`src/rtl/spi_sp_ram.sv`:
```
// rtl/spi_sp_ram.sv - single-port RAM behind the SPI slave, decoding 2-bit commands from 10-bit rx words
module spi_sp_ram #(
  parameter int MEM_DEPTH = 256,
  parameter int ADDR_SIZE = 8
) (
  input  logic       clk,
  input  logic       rst_n,
  input  logic [9:0] din,
  input  logic       rx_valid,
  output logic [7:0] dout,
  output logic       tx_valid,
  output logic       err
);

  typedef enum logic [1:0] {
    CMD_WR_ADDR = 2'b00,
    CMD_WR_DATA = 2'b01,
    CMD_RD_ADDR = 2'b10,
    CMD_RD_DATA = 2'b11
  } cmd_e;

  logic [7:0]           mem [MEM_DEPTH];
  logic                 rx_valid_q;
  logic [ADDR_SIZE-1:0] wr_addr;
  logic [ADDR_SIZE-1:0] rd_addr;
  logic                 wr_addr_ok;
  logic                 rd_addr_ok;

  logic                 cmd_stb;
  cmd_e                 cmd;
  logic [ADDR_SIZE-1:0] payload_addr;
  logic                 wr_en;
  logic                 rd_en;
  logic                 reject;

  // Only the rising edge of rx_valid is a command; a held word is never replayed.
  assign cmd_stb      = rx_valid & ~rx_valid_q;
  assign cmd          = cmd_e'(din[9:8]);
  assign payload_addr = din[ADDR_SIZE-1:0];

  always_comb begin
    wr_en  = 1'b0;
    rd_en  = 1'b0;
    reject = 1'b0;
    if (cmd_stb) begin
      case (cmd)
        CMD_WR_DATA: begin
          wr_en  = wr_addr_ok;
          reject = ~wr_addr_ok;
        end
        CMD_RD_DATA: begin
          rd_en  = rd_addr_ok;
          reject = ~rd_addr_ok;
        end
        default: ;
      endcase
    end
  end

  // Storage has no reset; contents are undefined until written.
  always_ff @(posedge clk) begin
    if (wr_en) begin
      mem[wr_addr] <= din[7:0];
    end
  end

  always_ff @(posedge clk) begin
    if (!rst_n) begin
      rx_valid_q <= 1'b0;
      wr_addr    <= '0;
      rd_addr    <= '0;
      wr_addr_ok <= 1'b0;
      rd_addr_ok <= 1'b0;
      dout       <= 8'h00;
      tx_valid   <= 1'b0;
      err        <= 1'b0;
    end else begin
      rx_valid_q <= rx_valid;
      err        <= reject;
      if (cmd_stb) begin
        tx_valid <= rd_en;
      end
      if (cmd_stb && cmd == CMD_WR_ADDR) begin
        wr_addr    <= payload_addr;
        wr_addr_ok <= 1'b1;
      end
      // Address width equals log2(MEM_DEPTH), so the increment wraps naturally.
      if (wr_en) begin
        wr_addr <= wr_addr + 1'b1;
      end
      if (cmd_stb && cmd == CMD_RD_ADDR) begin
        rd_addr    <= payload_addr;
        rd_addr_ok <= 1'b1;
      end
      if (rd_en) begin
        dout       <= mem[rd_addr];
        rd_addr_ok <= 1'b0;
      end
    end
  end

endmodule

```
`config.mk`:
```
export PLATFORM = sky130hd
export DESIGN_NAME = spi_sp_ram
export DESIGN_NICKNAME = d
export VERILOG_FILES = /design/src/rtl/spi_sp_ram.sv
export SDC_FILE = /design/constraint.sdc
export NUM_CORES = 2
export LEC_CHECK = 0
export CORE_ASPECT_RATIO = 0.7
export CORE_MARGIN = 5
export CORE_UTILIZATION = 30
export DETAILED_ROUTE_END_ITERATION = 12
export HOLD_SLACK_MARGIN = 0.03
export SLEW_MARGIN = 25
export SYNTH_ARGS = -nofsm -noshare
export SYNTH_HDL_FRONTEND = slang
export SYNTH_SLANG_ARGS = --single-unit
```
`constraint.sdc`:
```
create_clock -name clk -period 7.65 [get_ports clk]
set_input_delay 1.9125 -clock clk [delete_from_list [all_inputs] [get_ports clk]]
set_output_delay 1.9125 -clock clk [all_outputs]
set_load 0.01 [all_outputs]
```
After elaboration in Yosys (flattened, before gate mapping)
Memories as Yosys holds them, arrays and structs flattened. A register that Yosys moved wholly into a read port is not among the register bits.
Cells that the tools add are included.
Storage, ports and cells
  bits in registers: 21
  bits in latches: 0
  memory bits (writable): 2048
  bits in read-only memories: 0
  output and inout port bits: 10
  memories kept: 1
Operators by class
  add/subtract/negate cells: 1
  $mul: 0
  div/mod/pow operators: 0
  order comparisons: 0
  equality and inequality tests: 3
  shifts and indexed selects: 0
  mux-type cells: 9
  bitwise logic cells: 5
  reductions and logical operators: 7
Memories
  mem: depth 256, width 8, rd ports 1, clocked after memory_dff 1, wr ports 1, line 22  | logic [7:0] mem [MEM_DEPTH];
Operator list (count)
  8-bit 2-to-1 mux: 2
  8-bit by 1-bit adder with 8-bit output, second input constant: 1
  1-bit 2-to-1 mux: 6
  2-bit == test, second input constant: 2
  1-bit inverter: 4
  2-bit by 1-bit == test with 1-bit output, second input constant: 1
  1-bit logical AND: 2
  2-bit zero test: 1
  1-bit case mux with 2 select lines: 1
  2-bit AND reduction: 1
  2-bit nonzero test: 1
  2-bit OR reduction: 1
  1-bit AND: 1
  1-bit zero test: 1

Depth between registers and ports, before layout
  depth after elaboration: 5
  depth in mapped cells: 13
  mapped depth without buffers: 7

Worst setup path before layout
OpenSTA, ideal clock, no wires.
  kind: input-to-reg
  start: input din[9]
  end: memory mem[223][0], enable pin
  data arrival time: 3469 ps
  data required time: 7280 ps
  path slack: 3811 ps
  cell stages on the path: 6
  path through: nand2b_1 > nor2_1 > clkbuf_1 > nand3_1 > clkbuf_1 > nor2_1
Between the ends
  cells in the longest elaborated chain, start to end: 5
Ends and longest elaborated chain
  start, declared: line 8  | input logic [9:0] din,
  2-bit by 1-bit == test with 1-bit output: line 46  | case (cmd)
  1-bit 2-to-1 mux: line 46
  1-bit 2-to-1 mux: line 45  | if (cmd_stb) begin
  1-bit 2-to-1 mux: line 62  | if (wr_en) begin
  1-bit 2-to-1 mux (not written as such): line 63  | mem[wr_addr] <= din[7:0];
  end, declared: line 22
Every way passes these cells.

Worst setup path after layout
  start: input din[8]
  end: memory mem[221][0], enable pin
Same word-level chain as after synthesis.

==> impl_results.md <==
- Hold Slack: 0.4718 ns
- Clock slew seen by the registers of the worst setup and hold paths: 0.06 ns
- Register share of total power: 55.8%
- Synthesized net count: 4024
- Post-synth cell types: 58
- CP Buf/Inv Count: 3
- RR Startpoint: rd_addr[1]
- Post_cts resized: 0
- Psw: 4.657 mW
- FF/Latch Area: 62090 sq um
- Worst hold path type: reg2reg
- Largest net degree at the start of global routing: 182
- R2R cell count: 8
- Clock skew: 0.05842 ns
- Outcome: complete, no violations
- Wire length on met3: 29670 um
- Post-synth top area share: 76.14%
- Endpoints failing setup: 0
- DIE HEIGHT: 444.1 um
- H-tree levels: 4
- Setup_tns: 0 ns
- Reg2reg end: dout[0]
- Port bufs: 22
- Worst-Margin Slew: 1.167 ns
- Routed length on met2: 86940 um
- YS warnings: 0
- Uppermost layer routed: met5
- Layout filler cell count: 24.96k
- CP required: 8.10 ns
- Most common cell after layout, fill and taps aside: edfxtp_1
- Core area: 268200 sq um
- Sw Share: 20.79%
- Sink Count: 2077
- Lkg Pwr: 26.08 nW
- Final Hold Fails: 0
- Critical-path cell list: clkdlybuf4s50_1 > nand3b_1 > nor2_1 > buf_4 > nand3_1 > buf_4 > nor2_1
- Non-Filler Instances: 7746
- Max_cap viols: 0
- Clock root buffer: clkbuf_16
- Antenna violations before repair: 6
- GR Overflow Total: 0
- Die W: 630.2 um
- Vias in the first global route: 39.77k
- Post-Syn Area per Cell: 20.16 sq um
- Worst EP arrival: 5.39 ns
- Initial Util: 30.12%
- First-pass GRT wire length: 307900 um
- Top delay family on crit path: simple AND/OR/NAND/NOR gates
- Int Pwr: 17.75 mW
- Most frequent cells in the layout: 2048 x edfxtp_1, 393 x mux4_2, 312 x nor2_1, 274 x mux2i_1, 190 x clkbuf_16
- Routed len/inst: 28.07 um
- R2r setup slk: 3.14 ns
- Asr flop ratio synth: 0%
- Nets: 4079
- FMAX: 0.2025 GHz
- M1 wire length: 96050 um
- Startpoint types: input pin
- Die area: 279900 sq um
- RSZ-0062 raised after global routing: false
- CP Class: in2reg
- Setup crit end kind: flop
- Via/cell ratio: 5.337
- Core Rows: 159
- Peak supply drop: 0.1826 mV
- Power density over the cells: 246.9 nW/um^2
- Post-DRT Antenna Nets: 0
- Layout cells sized above 1: 18.34%
- Top cells by area, synth: edfxtp_1 76%, mux4_2 11%, mux2i_1 3.4%, nor2_1 1.5%, o22ai_1 0.73%
- Crit share post-route: 64.56%
- TritonCTS Buffers: 187
- Critical path's slowest cell: nand3_1
- DR DRC count: 0
- CTS tree: yes
- Area of the multi-input gates: 17260 sq um
- Initial DRT Pass Iterations: 6
- Cell Area, Synth: 80770 sq um
- Max clock buf depth: 4
- Post-CTS Setup Bufs: 0
- Total number of vias: 41.34k
- Worst Hold Endpoint: dout[5]
- Clock Latency Late Sink: 0.85 ns
- RePlAce Congestion: 0.8790
- Tmin final: 4.939 ns
- # hold bufs at CTS: 0
- Combinational power share: 3.0%
- Io pins: 23
- Slew HR: 22.20%
- Final Max Tran Viols: 0
- Cell taking the most area after synthesis: edfxtp_1
- Min-Delay Path Depth: 1
- Area growth from synthesis to layout: 12.36%
- Hold_sp: dout[5]
- Slowest stage delay, CP: 0.79 ns
- Total track usage: 15.07%
- Post-synthesis sequential area ratio: 76.86%
- Clock Power Share: 41.2%
- #FFs+latches synth: 2077
- Detailed Route Iter0 Violations: 6028
- Inst Count DP: 7412
- Final core occ: 33.84%
- Final Cell Area: 90750 sq um
- WL final: 217400 um
- Post-synth EDFFs: 2048
- Detail Placement HPWL: 132900 um
- Primary FF master, synth: edfxtp_1
- Crit Path Max Fanout: 23
- DP Area: 84820 sq um
- Mapped Cells: 4007
## state kept, by name, indices dropped and copies added, names as in the netlist
name,flops
mem,2048
dout,8
rd_addr,8
wr_addr,8
err,1
rd_addr_ok,1
rx_valid_q,1
tx_valid,1
wr_addr_ok,1
## logic make-up after synthesis
family | Yosys count | synth area share, %
buffers and inverters | 247 | 1.879
AND/OR/NAND/NOR | 585 | 3.125
XOR/XNOR | 1 | 0.01085
adder cells (fa/ha/maj) | 4 | 0.06197
flip-flops | 2077 | 76.86
AO/OA/AOI/OAI | 425 | 3.693
multiplexers | 668 | 14.37
## metrics by stage
| step | power [mW] | setup slack [ns] |
|---|---|---|
| after floorplan | 13.05 | 3.811 |
| after global placement | 13.42 | 1.778 |
| after detailed placement | 13.43 | 1.883 |
| after CTS | 22.52 | 2.791 |
| after global routing | 23.08 | 2.696 |
| final | 22.40 | 2.711 |
## layer usage
metal / track usage (%) / vias up
met5: 0 / -
met4: 3.293 / 4
met3: 5.303 / 296
met2: 19.85 / 2596
met1: 23.50 / 21760
li1: - / 16690
## power groups by stage
stage / Combinational, mW / Sequential [mW] / Clock, mW
CTS: 0.666 / 12.5 / 9.35
finish: 0.672 / 12.5 / 9.22
global route: 0.705 / 12.5 / 9.87
detailed placement: 0.667 / 12.8 / 0
global placement: 0.659 / 12.8 / 0
floorplan: 0.307 / 12.7 / 0
## cell type report
cell class	instances	share of cell area (%)
antenna	1	0.002758
clock buffer	231	5.453
clock inverter	99	0.9624
inverter	5	0.02344
multi-input combinational	1683	19.02
sequential	2077	68.43
tap	3542	4.884
timing repair buffer	108	1.224
## worst register-to-register path: stages, from the launching register on
cell      delay [ns]
dfxtp_4         0.90
nand2_2         0.80
buf_4           0.51
o221ai_1        0.26
o22ai_1         0.14
o21ai_0         0.51
a21oi_1         0.43
nor4_1          0.74
a211o_1         0.18
## Yosys cell counts, types with 46 or more instances
master and count:
edfxtp_1 2048, mux4_2 393, nor2_1 313, mux2i_1 274
nand2_1 113, clkbuf_1 112, o22ai_1 94, o221ai_1 67
a21oi_1 64, a22oi_1 59, buf_2 52, nand3_1 46
## worst max-delay path by stage
stage | start | endpoint | cells after the start
4_1_cts | din[8] | mem[77][3] | 7
6_report | din[8] | mem[221][0] | 7
3_5_place_dp | din[8] | mem[109][6] | 7
2_1_floorplan | din[9] | mem[223][0] | 6
3_3_place_gp | din[8] | mem[191][5] | 6
5_1_grt | din[8] | mem[96][5] | 7
No activity file was read; power rests on OpenSTA's default activity.
